$ cat config.mk
export PLATFORM = sky130hd
export DESIGN_NAME = accessor
export DESIGN_NICKNAME = d
export VERILOG_FILES = /design/src/rtl/accessor_pkg.sv /design/src/rtl/accessor_lane_align.sv /design/src/rtl/accessor.sv
export SDC_FILE = /design/constraint.sdc
export NUM_CORES = 1
export LEC_CHECK = 0
export BUFFER_PORTS_ARGS = -buffer_cell sky130_fd_sc_hd__buf_2
export CAP_MARGIN = 20
export CELL_PAD_IN_SITES_DETAIL_PLACEMENT = 0
export CELL_PAD_IN_SITES_GLOBAL_PLACEMENT = 1
export CORE_ASPECT_RATIO = 0.6
export CORE_MARGIN = 2
export CORE_UTILIZATION = 35
export DETAILED_ROUTE_END_ITERATION = 12
export MAX_ROUTING_LAYER = met4
export PLACE_DENSITY = 0.9
export SLEW_MARGIN = 30
export SYNTH_ARGS = -nofsm -noshare
export SYNTH_HDL_FRONTEND = slang
export SYNTH_HIERARCHICAL = 1
export SYNTH_SLANG_ARGS = --single-unit
$ cat constraint.sdc
create_clock -name clk -period 2.2 [get_ports clk]
set_input_delay 0.11 -clock clk [delete_from_list [all_inputs] [get_ports clk]]
set_output_delay 0.11 -clock clk [all_outputs]
set_load 0.1 [all_outputs]
$ cat src/rtl/accessor_pkg.sv
// accessor_pkg: shared types for the memory-access stage.
//   executor_output : result handed over by the executor
//   accessor_output : result handed to writeback {rd, rd_data, misaligned}
//   state_e         : accessor FSM states
//   size_e          : access size decoded from the is_* flags
//   store_lanes     : byte-lane steered store request (strobe + data)
package accessor_pkg;

    localparam int unsigned XLEN = 32;

    typedef struct packed {
        logic [4:0]      rd;
        logic [XLEN-1:0] rd_data;
        logic [XLEN-1:0] mem_addr;
        logic [XLEN-1:0] mem_data;
        logic            is_lb;
        logic            is_lbu;
        logic            is_lh;
        logic            is_lhu;
        logic            is_lw;
        logic            is_sb;
        logic            is_sh;
        logic            is_sw;
    } executor_output;

    typedef struct packed {
        logic [4:0]      rd;
        logic [XLEN-1:0] rd_data;
        logic            misaligned;
    } accessor_output;

    typedef enum logic {
        StIdle,
        StMem
    } state_e;

    typedef enum logic [1:0] {
        SzByte,
        SzHalf,
        SzWord
    } size_e;

    typedef struct packed {
        logic [3:0]      wstrb;
        logic [XLEN-1:0] wdata;
    } store_lanes;

endpackage

$ cat src/rtl/accessor_lane_align.sv
// lane_align: combinational byte-lane steering for the accessor.
//   Store side: i_st_off, i_st_size, i_st_data -> o_wstrb, o_wdata (lane-replicated)
//   Load side : i_rdata, i_ld_off, i_ld_size, i_ld_signed -> o_rd_data (extended)
module lane_align
    import accessor_pkg::*;
(
    input  logic [1:0]      i_st_off,
    input  size_e           i_st_size,
    input  logic [XLEN-1:0] i_st_data,
    output logic [3:0]      o_wstrb,
    output logic [XLEN-1:0] o_wdata,
    input  logic [1:0]      i_ld_off,
    input  size_e           i_ld_size,
    input  logic            i_ld_signed,
    input  logic [XLEN-1:0] i_rdata,
    output logic [XLEN-1:0] o_rd_data
);

    function automatic store_lanes store_align(input logic [1:0] off, input size_e size,
                                               input logic [XLEN-1:0] data);
        store_lanes s;
        unique case (size)
            SzByte: begin
                s.wstrb = 4'b0001 << off;
                s.wdata = {4{data[7:0]}};
            end
            SzHalf: begin
                s.wstrb = 4'b0011 << off;
                s.wdata = {2{data[15:0]}};
            end
            default: begin
                s.wstrb = 4'b1111;
                s.wdata = data;
            end
        endcase
        return s;
    endfunction

    function automatic logic [XLEN-1:0] load_align(input logic [XLEN-1:0] rdata,
                                                   input logic [1:0] off, input size_e size,
                                                   input logic sgn);
        logic [XLEN-1:0] lane;
        logic [XLEN-1:0] res;
        lane = rdata >> {off, 3'b000};
        unique case (size)
            SzByte:  res = {{24{sgn & lane[7]}}, lane[7:0]};
            SzHalf:  res = {{16{sgn & lane[15]}}, lane[15:0]};
            default: res = lane;
        endcase
        return res;
    endfunction

    store_lanes w_st;

    always_comb begin
        w_st      = store_align(i_st_off, i_st_size, i_st_data);
        o_wstrb   = w_st.wstrb;
        o_wdata   = w_st.wdata;
        o_rd_data = load_align(i_rdata, i_ld_off, i_ld_size, i_ld_signed);
    end

endmodule

$ cat src/rtl/accessor.sv
// accessor: memory-access stage between executor and writeback.
//   clk, reset (sync, active-high)
//   executor_valid / accessor_ready : upstream handshake, `in` carries the result
//   accessor_valid / writeback_ready: downstream handshake, `out` carries the result
//   mem_valid/mem_ready/mem_addr/mem_wstrb/mem_wdata/mem_rdata: data-memory bus
module accessor
    import accessor_pkg::*;
(
    input  logic            clk,
    input  logic            reset,
    input  logic            executor_valid,
    output logic            accessor_ready,
    output logic            accessor_valid,
    input  logic            writeback_ready,
    input  executor_output  in,
    output accessor_output  out,
    output logic            mem_valid,
    input  logic            mem_ready,
    output logic [XLEN-1:0] mem_addr,
    output logic [3:0]      mem_wstrb,
    output logic [XLEN-1:0] mem_wdata,
    input  logic [XLEN-1:0] mem_rdata
);

    state_e          r_state, w_state_next;
    logic            r_valid, w_valid_next;
    accessor_output  r_out, w_out_next;
    logic            r_mem_valid, w_mem_valid_next;
    logic [XLEN-1:0] r_mem_addr, w_mem_addr_next;
    logic [3:0]      r_mem_wstrb, w_mem_wstrb_next;
    logic [XLEN-1:0] r_mem_wdata, w_mem_wdata_next;
    // Context of the outstanding request, needed to format the load result.
    logic [4:0]      r_rd, w_rd_next;
    logic [1:0]      r_off, w_off_next;
    size_e           r_size, w_size_next;
    logic            r_signed, w_signed_next;
    logic            r_is_load, w_is_load_next;

    logic            w_is_load, w_is_store, w_is_mem, w_signed, w_misaligned, w_accept;
    size_e           w_size;
    logic [3:0]      w_wstrb;
    logic [XLEN-1:0] w_wdata, w_load_data;

    assign w_is_load  = in.is_lb | in.is_lbu | in.is_lh | in.is_lhu | in.is_lw;
    assign w_is_store = in.is_sb | in.is_sh | in.is_sw;
    assign w_is_mem   = w_is_load | w_is_store;
    assign w_signed   = in.is_lb | in.is_lh;
    assign w_size     = (in.is_lb | in.is_lbu | in.is_sb) ? SzByte :
                        (in.is_lh | in.is_lhu | in.is_sh) ? SzHalf : SzWord;
    assign w_misaligned = w_is_mem &&
                          ((w_size == SzHalf && in.mem_addr[0]) ||
                           (w_size == SzWord && in.mem_addr[1:0] != 2'b00));

    assign accessor_ready = (r_state == StIdle) && (!r_valid || writeback_ready);
    assign w_accept       = executor_valid && accessor_ready;

    lane_align u_lane_align (
        .i_st_off    (in.mem_addr[1:0]),
        .i_st_size   (w_size),
        .i_st_data   (in.mem_data),
        .o_wstrb     (w_wstrb),
        .o_wdata     (w_wdata),
        .i_ld_off    (r_off),
        .i_ld_size   (r_size),
        .i_ld_signed (r_signed),
        .i_rdata     (mem_rdata),
        .o_rd_data   (w_load_data)
    );

    always_ff @(posedge clk) begin
        if (reset) begin
            r_state     <= StIdle;
            r_valid     <= 1'b0;
            r_out       <= '0;
            r_mem_valid <= 1'b0;
            r_mem_addr  <= '0;
            r_mem_wstrb <= '0;
            r_mem_wdata <= '0;
            r_rd        <= '0;
            r_off       <= '0;
            r_size      <= SzWord;
            r_signed    <= 1'b0;
            r_is_load   <= 1'b0;
        end else begin
            r_state     <= w_state_next;
            r_valid     <= w_valid_next;
            r_out       <= w_out_next;
            r_mem_valid <= w_mem_valid_next;
            r_mem_addr  <= w_mem_addr_next;
            r_mem_wstrb <= w_mem_wstrb_next;
            r_mem_wdata <= w_mem_wdata_next;
            r_rd        <= w_rd_next;
            r_off       <= w_off_next;
            r_size      <= w_size_next;
            r_signed    <= w_signed_next;
            r_is_load   <= w_is_load_next;
        end
    end

    always_comb begin
        w_state_next     = r_state;
        w_valid_next     = r_valid;
        w_out_next       = r_out;
        w_mem_valid_next = r_mem_valid;
        w_mem_addr_next  = r_mem_addr;
        w_mem_wstrb_next = r_mem_wstrb;
        w_mem_wdata_next = r_mem_wdata;
        w_rd_next        = r_rd;
        w_off_next       = r_off;
        w_size_next      = r_size;
        w_signed_next    = r_signed;
        w_is_load_next   = r_is_load;

        // Consumed result drops unless a new one completes on the same edge below.
        if (r_valid && writeback_ready) begin
            w_valid_next = 1'b0;
        end

        unique case (r_state)
            StIdle: begin
                if (w_accept) begin
                    if (!w_is_mem) begin
                        w_out_next   = '{rd: in.rd, rd_data: in.rd_data, misaligned: 1'b0};
                        w_valid_next = 1'b1;
                    end else if (w_misaligned) begin
                        w_out_next   = '{rd: 5'd0, rd_data: '0, misaligned: 1'b1};
                        w_valid_next = 1'b1;
                    end else begin
                        w_state_next     = StMem;
                        w_mem_valid_next = 1'b1;
                        w_mem_addr_next  = {in.mem_addr[XLEN-1:2], 2'b00};
                        w_mem_wstrb_next = w_is_store ? w_wstrb : 4'b0000;
                        w_mem_wdata_next = w_wdata;
                        w_rd_next        = in.rd;
                        w_off_next       = in.mem_addr[1:0];
                        w_size_next      = w_size;
                        w_signed_next    = w_signed;
                        w_is_load_next   = w_is_load;
                    end
                end
            end
            StMem: begin
                if (mem_ready) begin
                    w_state_next     = StIdle;
                    w_mem_valid_next = 1'b0;
                    w_valid_next     = 1'b1;
                    // Stores report rd=0 so writeback performs no register write.
                    if (r_is_load) begin
                        w_out_next = '{rd: r_rd, rd_data: w_load_data, misaligned: 1'b0};
                    end else begin
                        w_out_next = '0;
                    end
                end
            end
            default: w_state_next = StIdle;
        endcase
    end

    assign accessor_valid = r_valid;
    assign out            = r_out;
    assign mem_valid      = r_mem_valid;
    assign mem_addr       = r_mem_addr;
    assign mem_wstrb      = r_mem_wstrb;
    assign mem_wdata      = r_mem_wdata;

`ifdef FORMAL
    a_req_stable: assert property (@(posedge clk) disable iff (reset)
        (r_mem_valid && !mem_ready) |=>
        (r_mem_valid && $stable(r_mem_addr) && $stable(r_mem_wstrb) && $stable(r_mem_wdata)));
    a_ready_in_mem: assert property (@(posedge clk)
        (r_state == StMem) |-> !accessor_ready);
    a_out_hold: assert property (@(posedge clk) disable iff (reset)
        (r_valid && !writeback_ready) |=> (r_valid && $stable(r_out)));
`endif

endmodule

==> results of run 1 <==
-- metal layers --
layer | GRT usage | share of wire
met5 | - | 0
met4 | 0.0549 | 0.014
met3 | 0.0748 | 0.097
met2 | 0.321 | 0.40
met1 | 0.374 | 0.49
-- power groups by stage --
| stage | clock network, mW | logic [mW] | registers, mW |
|---|---|---|---|
| floorplan | 0 | 0.643 | 3.35 |
| global placement | 0 | 2.06 | 2.41 |
| detailed placement | 0 | 2.08 | 2.42 |
| CTS | 3.12 | 2.13 | 2.37 |
| global route | 3.23 | 2.26 | 2.39 |
| finish | 3.06 | 2.16 | 2.38 |
-- path summary, 6_finish.rpt --
kind	startpoint	cells past startpoint	to
max	r_off[0]$_SDFFE_PP0P_	6	out[13]$_SDFFE_PP0P_
min	in[3]	3	r_is_load$_SDFFE_PP0P_
max reg2reg	r_off[0]$_SDFFE_PP0P_	6	out[13]$_SDFFE_PP0P_
min reg2reg	mem_addr[9]$_SDFFE_PP0P_	2	mem_addr[9]$_SDFFE_PP0P_
-- cells in the final DEF, fill, tap and decap left out, drive strengths merged, types with 5 or more instances in the layout --
cell type,n
buf,278
dfxtp,118
o21ai,92
a21oi,84
nand3,70
nor2,54
a221oi,44
a22oi,37
dlygate4sd3,37
nand2,33
mux2,23
mux2i,19
clkbuf,19
nor2b,10
nand2b,8
a211oi,7
nor3,7
clkinv,6
bufinv,5
-- cells by family (layout without fill, tap and decap cells) --
| group | after synthesis | count (layout) | synth area share |
|---|---|---|---|
| flip-flops | 118 | 118 | 0.382 |
| multiplexers | 42 | 42 | 0.0727 |
| AO/OA/AOI/OAI | 277 | 277 | 0.310 |
| buffers and inverters | 88 | 349 | 0.0739 |
| AND/OR/NAND/NOR | 201 | 201 | 0.160 |
| other | 1 | 4 | 0.000607 |
-- area by class of cell --
type                    instances  area [um^2]  share of cell area
flip-flops and latches        118         2360               0.272
repair buffers                315         1950               0.225
inverters                       3         15.0             0.00173
diodes                          2         5.00            0.000576
clock buffers                  19          443              0.0509
well taps                     234          293              0.0337
clock inverters                12          203              0.0233
multi-input cells             522         3420               0.393
-- registers in the layout, summed over array words and instances, names as in the netlist --
name            flops
mem_valid           1
r_size              2
r_rd                5
mem_wstrb           4
mem_wdata          32
out                38
r_is_load           1
accessor_valid      1
r_signed            1
mem_addr           30
r_off               2
r_state             1
-- per-stage QoR --
step                worst slack [ps]   util  instance area [um^2]
global placement                34.8  0.443                  7640
floorplan                        301      -                  6190
detailed placement             -63.9  0.443                  7640
global route                    9.76  0.505                  8690
CTS                              117  0.503                  8660
finish                           173  0.505                  8690
-- worst max-delay path, stage by stage, from the launching register on --
cell	delay (ps)
dfxtp_1	460
buf_4	320
mux2_2	410
a221oi_1	280
nor2_1	100
a22oi_1	220
a221oi_2	90
-- what timing repair did --
action	CTS	global route
hold endpoints to repair	37	0
setup endpoints to repair	5	11
pin swaps	0	1
gates resized for setup	1	2
buffers inserted	0	1
hold buffers	37	0
==> impl_metrics.toml, run 1 <==
[critical_path]
reg2reg_slack_ps = 170
cp_max_fo = 18
worstPathArrival_ps = 2300
critPathKind = "reg -> reg"
endpoint_kind = "register"
worstPathRequired_ps = 2470
cp-start-kind = "register"

[sta]
worstMarginPinSlew_ps = 515
rsz0062_at_grt = "false"
period_minus_slack_ps = 2030
setup_tns_ps = 0
fmaxAchievable_mhz = 493
fin_hold_ws_ps = 20.9
relSlewSlack = 0.656
drv_slew = 0
hold_viol_final = 0
fin_crit_sh = 0.921
finClkSkew_ps = 8.99
finalSetupViolCount = 0

[floorplanning]
dieArea_um2 = 18800
core_area_um2 = 17200
start_util = 0.359
fp.dieH_um = 107
rows = 37
ioPinCount = 255
die_w_um = 176

[global_routing]
grt_pass1_wl_um = 35700
grt_max_degree = 57
antenna_found_initial = 2
track_usage = 0.250
grt_pass1_vias = 6320
grt-ovfl-total = 0

[power_and_ir_drop]
netSwitchingFraction = 0.361
peakVddDrop_mv = 0.458
pwr-share-seq = 0.313
p_int_mw = 4.85
p_leak_nw = 3.57
clockPowerShare = 0.403
p_switching_mw = 2.74
power_mw = 7.59
p_comb_frac = 0.284
power_density_nw_per_um2 = 874

[yosys]
yosysMostFrequentCell = "dfxtp_1"
syn_inst = 727
ys_ff_latch = 118
avgSynthCellArea_um2 = 8.50
synthTopCellsByCount = "118 x dfxtp_1, 89 x o21ai_0, 84 x a21oi_1"
yosysTopAreaCell = "dfxtp_1"
synth-main-ff-cell = "dfxtp_1"
yosysWarnings = 6
yosysSeqAreaShare = 0.382
synth_cell_types = 46
async_flop_share = 0
yosysTopAreaCellShare = 0.382
synth.area.top_cells = "dfxtp_1 38%, a221oi_2 7.3%, o21ai_0 7.2%, a21oi_1 6.8%, nand3_1 5.7%"
syn_area_um2 = 6180
synth_edf_count = 0

[drt]
avgViaCountPerCell = 5.56
via_count = 6813
drt_iter0_markers = 627
drt_pre_antenna_iters = 5
final_antenna_net_count = 0
drc = 0
routed_wirelength_um = 23400
wire_per_inst_um = 19.1

[placed_design]
portBuffers = 252
dp_hpwl_um = 16100
dp.cells = 1154
globalplace.congestion = 0.897

[clock_tree]
cts_buffers = 17
clk_latency_ps = 400
cts_tree = "yes"
cts_root_buffer = "clkbuf_16"
clock_sinks = 118
htreeDepth = 4
path_clk_slew_ps = 50
cts_buffer_depth = 2

[cells_and_area]
fin_cells = 1225
drive_above_1_share = 0.390
n_fill_cell = 1674
syn_to_final_growth_pct = 40.7
num-nets-final = 1123

[outcome]
status = "finished, final reports clean"

[flow_run]
max_cap_violations = 0

[min_path]
min_path_type = "in -> reg"
(Power assumes the default switching activity.)
==> run 2, diff against run 1 <==
- SETUP_SLACK_MARGIN: default -> 0.3
==> impl_metrics.toml, run 2 (synthesis results as in run 1) <==
[critical_path]
endpoint_kind = "register"
cp_num_buf_inv = 1
path_depth = 6
worstPathArrival_ps = 2090
slowest_stage = "dfxtp_4"
critPathKind = "reg -> reg"
cp_max_fo = 18
worstPathRequired_ps = 2470
rr_worst_depth = 6
critical_path.cell_chain = "buf_8 > mux2_2 > a221oi_1 > nor2_1 > a22oi_1 > a221oi_2"
critPathTopFamily = "compound AO/OA/AOI/OAI gates"
critical_path.max_stage_delay_ps = 400
cp-start-kind = "register"

[power_and_ir_drop]
p_leak_nw = 3.58
power_density_nw_per_um2 = 872
power_mw = 7.60
peakVddDrop_mv = 0.455

[min_path]
min_path_type = "in -> reg"
hold_depth = 3

[global_routing]
grt_max_degree = 57
grt-ovfl-total = 0
grt_pass1_wl_um = 35800
antenna_found_initial = 2
track_usage = 0.250
grt_pass1_vias = 6336

[clock_tree]
cts_root_buffer = "clkbuf_16"
clock_sinks = 118
clk_latency_ps = 400
path_clk_slew_ps = 50
cts_buffer_depth = 2
cts_tree = "yes"
cts_buffers = 17
htreeDepth = 4

[cells_and_area]
num-nets-final = 1124
syn_to_final_growth_pct = 41.1
largest_reg_flops = 38
final_cell_mix = "251 x buf_2, 115 x dfxtp_1, 89 x o21ai_0, 84 x a21oi_1, 70 x nand3_1"
postLayoutCoreUtil = 0.506
final_common_cell = "buf_2"
design_area_um2 = 8720
drive_above_1_share = 0.398
fin_cells = 1226

[sta]
finClkSkew_ps = 9.25
drv_slew = 0
finalSetupViolCount = 0
relSlewSlack = 0.653
hold_viol_final = 0
worstMarginPinSlew_ps = 524
setup_tns_ps = 0
fin_crit_sh = 0.827
rsz0062_at_grt = "true"
fmaxAchievable_mhz = 550
period_minus_slack_ps = 1820

[drt]
drt_pre_antenna_iters = 5
drt_iter0_markers = 572
routed_wirelength_um = 23300
via_count = 6828
drc = 0
avgViaCountPerCell = 5.57
wire_per_inst_um = 19.0
final_antenna_net_count = 0

[floorplanning]
ioPinCount = 255
fp.dieH_um = 107
rows = 37
start_util = 0.359
die_w_um = 176
core_area_um2 = 17200
dieArea_um2 = 18800

[placed_design]
portBuffers = 252
globalplace.congestion = 0.897
dp.cells = 1154
dp_hpwl_um = 16100
place_area_um2 = 7640

[flow_run]
max_cap_violations = 0

[outcome]
status = "finished, final reports clean"
## run 2: changes by cell type in the layout (fill, tap and decap cells not counted)
cell | before | now
a22oi_1 | 37 | 36
a22oi_2 | 0 | 1
buf_12 | 10 | 9
buf_4 | 17 | 18
buf_8 | 0 | 1
clkinv_2 | 2 | 3
clkinvlp_4 | 2 | 1
dfxtp_1 | 117 | 115
dfxtp_2 | 1 | 2
dfxtp_4 | 0 | 1
mux2i_1 | 19 | 16
mux2i_2 | 0 | 3
nor2_1 | 52 | 51
nor2_2 | 2 | 3
## run 2: stage by stage
step / hold slack, ps / setup slack [ps]
floorplan: 258 / 301
global placement: 363 / 34.8
detailed placement: 367 / -63.9
CTS: 7.52 / 379
global route: 21.0 / 289
finish: 21.7 / 381
## run 2: worst reg2reg max path, delay by kind of cell, from the launching register on
kind / cells / cell delay, ps
compound gates: 3 / 600
flops: 1 / 400
mux: 1 / 400
buf+inv: 1 / 190
simple gates: 1 / 100
## run 2: power breakdown
part | total (mW) | internal [mW] | switching, mW
clock | 3.06 | 2.04 | 1.02
combinational | 2.16 | 0.529 | 1.63
sequential | 2.38 | 2.29 | 0.0901
total | 7.60 | 4.86 | 2.74
## run 2: worst paths after layout
check	start	endpoint	slack, ps
min	in[3]	r_is_load$_SDFFE_PP0P_	20
max reg2reg	r_off[0]$_SDFFE_PP0P_	out[13]$_SDFFE_PP0P_	380
max	r_off[0]$_SDFFE_PP0P_	out[13]$_SDFFE_PP0P_	380
min reg2reg	mem_addr[9]$_SDFFE_PP0P_	mem_addr[9]$_SDFFE_PP0P_	470
## run 2: per-layer routing
| metal | vias up | GRT usage | wire, um |
|---|---|---|---|
| li1 | 3196 | - | - |
| met3 | 16 | 0.0766 | 2340 |
| met4 | 0 | 0.0555 | 228 |
| met1 | 3269 | 0.373 | 11300 |
| met2 | 347 | 0.323 | 9490 |
| met5 | - | - | 0 |
## run 2: timing repair
item                                    in CTS  in global routing
buffers inserted                             2                  0
endpoints found under the hold margin       37                  0
hold buffers                                37                  0
endpoints found under the setup margin      23                 19
pin swaps                                    1                  0
gates resized for setup                      5                  8
## run 2: area by class of cell
type                    count  area [um^2]
clock buffers              19          443
multi-input cells         522         3440
fillers                  1670         8500
flip-flops and latches    118         2370
clock inverters            12          203
inverters                   3         12.5
well taps                 234          293
repair buffers            316         1960
diodes                      2         5.00
